## src/rtl/alu_issue_receiver.sv

```systemverilog
// Functional-unit side of the issue handshake: select -> fixed-latency EXEC -> WB valid/ack.
// Optional one-entry skid buffer for overrun selects, enabled by ISSUE_RECV_SKID_EN.
module alu_issue_receiver #(
  parameter int WFID_W       = 6,
  parameter int OPCODE_W     = 32,
  parameter int EXEC_LATENCY = 4
) (
  input  logic                clk,
  input  logic                rst,
  input  logic                alu_select,
  input  logic [WFID_W-1:0]   alu_wfid,
  input  logic [OPCODE_W-1:0] alu_opcode,
  output logic                alu_ready,
  output logic                exec_valid,
  output logic [WFID_W-1:0]   exec_wfid,
  output logic [OPCODE_W-1:0] exec_opcode,
  output logic                done_valid,
  output logic [WFID_W-1:0]   done_wfid,
  input  logic                done_ack,
  output logic                err_overrun
);

  typedef enum logic [1:0] {IDLE = 2'd0, EXEC = 2'd1, WB = 2'd2} state_t;

  localparam logic [3:0] CNT_LOAD = 4'(EXEC_LATENCY - 1);

  state_t                state_r, state_s;
  logic [3:0]            cnt_r;
  logic [WFID_W-1:0]     wfid_r;
  logic [OPCODE_W-1:0]   opcode_r;
  logic                  ready_r, exec_valid_r, done_valid_r, err_r;
  logic                  load_sel_s, load_skid_s, reject_s, overrun_s;
  logic                  skid_full_s, skid_next_s, ready_s;
  logic [WFID_W-1:0]     skid_wfid_s;
  logic [OPCODE_W-1:0]   skid_opcode_s;

  // Next-state selection; a pending skid entry always takes priority over a new select
  always_comb begin
    state_s     = state_r;
    load_sel_s  = 1'b0;
    load_skid_s = 1'b0;
    case (state_r)
      IDLE: begin
        if (skid_full_s) begin
          state_s     = EXEC;
          load_skid_s = 1'b1;
        end else if (alu_select) begin
          state_s    = EXEC;
          load_sel_s = 1'b1;
        end else begin
          state_s = IDLE;
        end
      end
      EXEC: begin
        if (cnt_r <= 4'd1) begin
          state_s = WB;
        end else begin
          state_s = EXEC;
        end
      end
      WB: begin
        if (done_ack && skid_full_s) begin
          state_s     = EXEC;
          load_skid_s = 1'b1;
        end else if (done_ack) begin
          state_s = IDLE;
        end else begin
          state_s = WB;
        end
      end
      default: begin
        state_s = IDLE;
      end
    endcase
  end

  assign reject_s = alu_select & ~load_sel_s;
  assign ready_s  = (state_s == IDLE) & ~skid_next_s;

`ifdef ISSUE_RECV_SKID_EN
  logic                skid_full_r;
  logic [WFID_W-1:0]   skid_wfid_r;
  logic [OPCODE_W-1:0] skid_opcode_r;

  assign skid_full_s   = skid_full_r;
  assign skid_wfid_s   = skid_wfid_r;
  assign skid_opcode_s = skid_opcode_r;
  assign overrun_s     = reject_s & skid_full_r;

  // Skid occupancy: first rejected select fills it, a launch from it empties it
  always_comb begin
    skid_next_s = skid_full_r;
    if (reject_s && !skid_full_r) begin
      skid_next_s = 1'b1;
    end else if (load_skid_s) begin
      skid_next_s = 1'b0;
    end else begin
      skid_next_s = skid_full_r;
    end
  end

  // Skid storage
  always_ff @(posedge clk) begin
    if (!rst) begin
      skid_full_r   <= 1'b0;
      skid_wfid_r   <= {WFID_W{1'b0}};
      skid_opcode_r <= {OPCODE_W{1'b0}};
    end else begin
      skid_full_r <= skid_next_s;
      if (reject_s && !skid_full_r) begin
        skid_wfid_r   <= alu_wfid;
        skid_opcode_r <= alu_opcode;
      end
    end
  end
`else
  assign skid_full_s   = 1'b0;
  assign skid_next_s   = 1'b0;
  assign skid_wfid_s   = {WFID_W{1'b0}};
  assign skid_opcode_s = {OPCODE_W{1'b0}};
  assign overrun_s     = reject_s;
`endif

  // State, latency counter, instruction latch and registered outputs
  always_ff @(posedge clk) begin
    if (!rst) begin
      state_r      <= IDLE;
      cnt_r        <= 4'd0;
      wfid_r       <= {WFID_W{1'b0}};
      opcode_r     <= {OPCODE_W{1'b0}};
      ready_r      <= 1'b0;
      exec_valid_r <= 1'b0;
      done_valid_r <= 1'b0;
      err_r        <= 1'b0;
    end else begin
      state_r      <= state_s;
      ready_r      <= ready_s;
      exec_valid_r <= (state_s == EXEC);
      done_valid_r <= (state_s == WB);
      err_r        <= err_r | overrun_s;
      if (load_sel_s) begin
        cnt_r    <= CNT_LOAD;
        wfid_r   <= alu_wfid;
        opcode_r <= alu_opcode;
      end else if (load_skid_s) begin
        cnt_r    <= CNT_LOAD;
        wfid_r   <= skid_wfid_s;
        opcode_r <= skid_opcode_s;
      end else if (cnt_r != 4'd0) begin
        cnt_r <= cnt_r - 4'd1;
      end
    end
  end

  assign alu_ready   = ready_r;
  assign exec_valid  = exec_valid_r;
  assign exec_wfid   = wfid_r;
  assign exec_opcode = opcode_r;
  assign done_valid  = done_valid_r;
  assign done_wfid   = wfid_r;
  assign err_overrun = err_r;

endmodule
```

## config.mk

```make
export PLATFORM = sky130hd
export DESIGN_NAME = alu_issue_receiver
export DESIGN_NICKNAME = d
export VERILOG_FILES = /design/src/rtl/alu_issue_receiver.sv
export SDC_FILE = /design/constraint.sdc
export NUM_CORES = 1
export LEC_CHECK = 0
export CAP_MARGIN = 20
export CORE_ASPECT_RATIO = 1.4
export CORE_MARGIN = 3
export CORE_UTILIZATION = 40
export CTS_CLUSTER_SIZE = 28
export DETAILED_ROUTE_END_ITERATION = 8
export PLACE_DENSITY = 0.78
export RECOVER_POWER = 100
export SLEW_MARGIN = 20
export SYNTH_ARGS = -nofsm -noshare
export SYNTH_HDL_FRONTEND = slang
export SYNTH_SLANG_ARGS = --single-unit
```

## constraint.sdc

```tcl
create_clock -name clk -period 2.05 [get_ports clk]
set_clock_uncertainty 0.15 [all_clocks]
set_input_delay 0.41 -clock clk [delete_from_list [all_inputs] [get_ports clk]]
set_output_delay 0.41 -clock clk [all_outputs]
set_load 0.05 [all_outputs]
```

Yosys cells after proc, flatten, opt, wreduce, memory -nomap -nowiden --
Cells that the tools add are included.
Storage, ports and cells: latch bits 0, memories kept 0, logic and storage cells 34, memory bits (writable) 0, bits in read-only memories 0, bits in registers 48, bits of input ports 42, output and inout port bits 48
Cells by class: bitwise logic cells 4, $mul 0, shift operators 0, div/mod/pow operators 0, magnitude comparators 1, reductions and logical operators 5, multiplexer cells 10, equal/unequal tests 4, $add $sub $neg 1
Operator list (number):
- 32-bit two-way mux | 1
- 2-bit two-way mux | 3
- 6-bit two-way mux | 1
- 2-bit one-hot mux with 3 select lines | 1
- 2-bit by 1-bit equality test with 1-bit output (second input constant) | 2
- 2-bit equality test (second input constant) | 2
- 4-bit by 1-bit <= comparator with 1-bit output (second input constant) | 1
- 2-bit logical NOT | 2
- 4-bit two-way mux | 1
- 4-bit nonzero test | 1
- 4-bit by 1-bit subtractor with 4-bit output (second input constant) | 1
- 1-bit two-way mux | 3
- 1-bit inverter | 2
- 2-bit nonzero test | 1
- 2-bit OR reduction | 1
- 1-bit bitwise AND | 1
- 1-bit bitwise OR | 1

Logic depth before layout (Yosys ltp) --
depth after elaboration 5, depth in mapped cells 5

Worst setup path before layout --
No wires, ideal clock.
kind flip-flop to flip-flop, from reg cnt_r[0], to reg cnt_r[1], cell stages (with the launch flop) 6, path slack 557 ps, arrival time 1228 ps, setup time 115 ps, period minus slack after synthesis 1493 ps, cell sequence dfxtp_1 -> inv_1 -> ha_1 -> nor3b_1 -> mux2i_1 -> o21a_1
On the way: word-level cells in the longest chain between the ends 3, elaborated cells between the ends (all ways) 5, classes of those cells add/sub: 1; mux: 2; reduce/logical: 2
RTL lines:
- from (decl) | line 28 | logic [3:0] cnt_r;
- from (signal assigned) | line 150 | cnt_r <= cnt_r - 4'd1;
- 4-bit by 1-bit subtractor with 4-bit output | line 150
- 4-bit two-way mux | line 149 | end else if (cnt_r != 4'd0) begin
- 2-bit two-way mux | line 141 | if (load_sel_s) begin
Several ways; a longest one is shown, not always the timed one. The select of a mux whose other input is x is not followed. A chain may end at the register's enable or synchronous reset.

Final worst setup path --
from reg opcode_r[24] (netlist: exec_opcode[24]), to out exec_opcode[24]
RTL lines:
- from (decl) | line 30 | logic [OPCODE_W-1:0] opcode_r;
- from (signal assigned) | line 130 | opcode_r <= {OPCODE_W{1'b0}};
- from (signal assigned) | line 144 | opcode_r <= alu_opcode;
- from (signal assigned) | line 148 | opcode_r <= skid_opcode_s;
- to (decl) | line 16 | output logic [OPCODE_W-1:0] exec_opcode,
No word-level cell between the ends.

==> flow_summary_export.csv <==
group,metric,value,unit
synth,synthesis.nets,259,
synth,syn_avg_cell_area,8.86,um2
cts,post_cts_buffers,0,
floorplanning,dieHeight,87.6,um
sta,rsz0062_at_grt,"false",
floorplanning,initial_core_util,0.417,
synth,yosysSeqAreaShare,0.505,
final_layout,fin_nets,343,
power,comb_power_share,0.332,
sta,fmax,499,MHz
final_layout,fillers,486,
cts,cts_buffers,5,
global_route,antenna_found_initial,0,
power,intPower,1.79,mW
cts,ctsHoldBuffers,0,
detailed_routing,routedWlPerCell,12.2,um
global_route,grt_pass1_vias,1560,
global_route,grt_pass1_wl,7.11,mm
final_layout,layout_commonest_cell,"nand2_1",
final_layout,layout-drive-gt1-share,0.0533,
sta,fin_crit,2.00,ns
setup_path,critPathLaunchType,"flop",
global_route,grt_max_degree,31,
setup_path,critPathBufInv,1,
placed_design,gp_congestion,0.708,
sta,period_share,0.977,
placed_design,port_buffers,89,
detailed_routing,first_iter_violations,90,
global_route,grt_overflow,0,
cts,ctsResizeCount,0,
detailed_routing,vias,1666,
cts,path_clk_slew,0.09,ns
run_status,status,"completed",
floorplanning,ios,90,
power,p_total,2.76,mW
synth,synth_seq_cells,48,
final_layout,layout.cells.most_common_list,"77 x nand2_1, 59 x clkdlybuf4s50_1, 48 x dfxtp_1",
cts,root_buffer,"clkbuf_8",
detailed_routing,drt-vias-per-instance,4.60,
power,sw_frac_of_total,0.352,
power,p_switching,0.972,mW
setup_path,path_cells,"clkdlybuf4s50_1",
final_layout,multi_input_area,793,um2
synth,synth-adder-area-share,0.0131,
sta,holdWs,0.313,ns
worst_hold_path,hold_path_class,"flop to flop",
cts,clock_path_buffers,2,
power,power_density,1010,nW/um2
setup_path,cp.arrival,1.44,ns
global_route,grt.total_usage,0.157,
cts,htree_levels,2,
power,p_seq_frac,0.405,
cts,cts.sinks,48,
detailed_routing,first_pass_iters,3,
setup_path,crit_family,"buffers and inverters",
synth,synthDistinctLibCells,25,
detailed_routing,drc,0,
sta,finalHoldViolations,0,
floorplanning,die-area,5640,um2
power,ir_drop,0.587,mV
sta,maxSlewHeadroom,0.577,
power,power_leakage,1.02,nW
sta,setup_viol,0,
sta,worst_pin_slew,0.637,ns
synth,syn_area,1900,um2
final_layout,regArea,961,um2
synth,synthMuxAreaShare,0.00526,
synth,yosys.area_share.simple,0.194,
setup_path,crit_path_end_kind,"primary output",
synth,yosys_warnings,0,
setup_path,critical_path_required,1.49,ns
power,clkPwrFrac,0.263,
final_layout,area.growth.synth_to_final,43.5,%
setup_path,slowest_delay,0.81,ns
setup_path,cp_max_fo,2,
floorplanning,die_w,64.3,um
setup_path,slowest_stage,"clkdlybuf4s50_1",
sta,tns,0,ns
placed_design,place_hpwl,3.32,mm
synth,synth_compound_area_frac,0.195,
cts,clk_latency,0.29,ns
run,drv_cap,0,
floorplanning,num_rows,29,
synth,synth_xor_area_frac,0.00920,
sta,drv_slew,0,
synth,synthCells,215,
setup_path,setup.worst_path.class,"flop to primary output",
detailed_routing,routed_wl,4.43,mm
cts,cts_tree,"built",
synth,synth_top_family_by_area,"compound AO/OA/AOI/OAI gates",
detailed_routing,antenna_left,0,
floorplanning,core,4570,um2
final_layout,antennaDiodeCount,0,
==> layout make-up <==
cell class                      count  share of cell area
Clock buffer                        7              0.0353
Clock inverter                      1              0.0110
Inverter                            3             0.00412
Multi-Input combinational cell    144               0.290
Sequential cell                    48               0.352
Tap cell                           62              0.0284
Timing Repair Buffer               97               0.279
==> flip-flops by register name, summed over array words and instances (netlist names) <==
signal,cells
alu_ready,1
cnt_r,4
done_valid,1
done_wfid,6
err_overrun,1
exec_opcode,32
exec_valid,1
state_r,2
==> final timing paths <==
| path | to | depth (start not counted) | startpoint | slack, ns |
|---|---|---|---|---|
| setup / recovery | exec_opcode[24] | 1 | exec_opcode[24]$_SDFFE_PN0P_ | 0.05 |
| hold / removal | exec_opcode[28]$_SDFFE_PN0P_ | 2 | exec_opcode[28]$_SDFFE_PN0P_ | 0.31 |
| setup reg to reg | cnt_r[1]$_SDFFE_PN0P_ | 5 | cnt_r[0]$_SDFFE_PN0P_ | 0.40 |
| hold reg to reg | exec_opcode[28]$_SDFFE_PN0P_ | 2 | exec_opcode[28]$_SDFFE_PN0P_ | 0.31 |
==> power groups by stage <==
stage	clock [mW]	sequential [mW]	combinational, mW
floorplan	0	1.43	0.404
global placement	0	1.14	0.986
detailed placement	0	1.14	1.00
CTS	0.742	1.12	1.00
global route	0.789	1.14	0.986
finish	0.725	1.12	0.917
==> cells in the mapped netlist (all sizes together) <==
cell type  count  area, um2
nor3           3       15.0
inv            3       11.3
o21ai          1       5.00
o311ai         1       8.76
mux2i          1       10.0
nor2           1       3.75
clkbuf         5       18.8
xnor2          2       17.5
dfxtp         48        961
nor3b          2       20.0
o21a           5       37.5
buf           15        120
ha             2       25.0
a21boi        42        315
or3b           1       8.76
a21oi          1       5.00
nor4           1       6.26
nand2b         2       12.5
nand3b         1       7.51
nand2         77        289
or3            1       6.26
==> cells by family (layout without fill, tap and decap cells) <==
| group | count (synthesis) | count (layout) |
|---|---|---|
| AND/OR/NAND/NOR | 89 | 89 |
| multiplexers | 1 | 1 |
| adder cells (fa/ha/maj) | 2 | 2 |
| AO/OA/AOI/OAI | 50 | 50 |
| XOR/XNOR | 2 | 2 |
| buffers and inverters | 23 | 108 |
| flip-flops | 48 | 48 |
==> per-stage QoR <==
step	cells	cell area [um2]	setup slack (ns)	utilization
floorplan	215	1900	0.557	-
global placement	354	2770	0.108	0.606
detailed placement	354	2770	0.107	0.606
CTS	362	2900	0.0211	0.634
global route	362	2730	0.00107	0.598
finish	362	2730	0.0464	0.598
==> routing by layer <==
| metal | up-vias | share of wire | GRT usage |
|---|---|---|---|
| li1 | 856 | - | - |
| met1 | 752 | 0.42 | 0.187 |
| met2 | 54 | 0.51 | 0.275 |
| met3 | 4 | 0.060 | 0.0488 |
| met4 | 0 | 0.0077 | 0.0404 |
| met5 | - | 0 | 0 |
(Power assumes the default switching activity.)
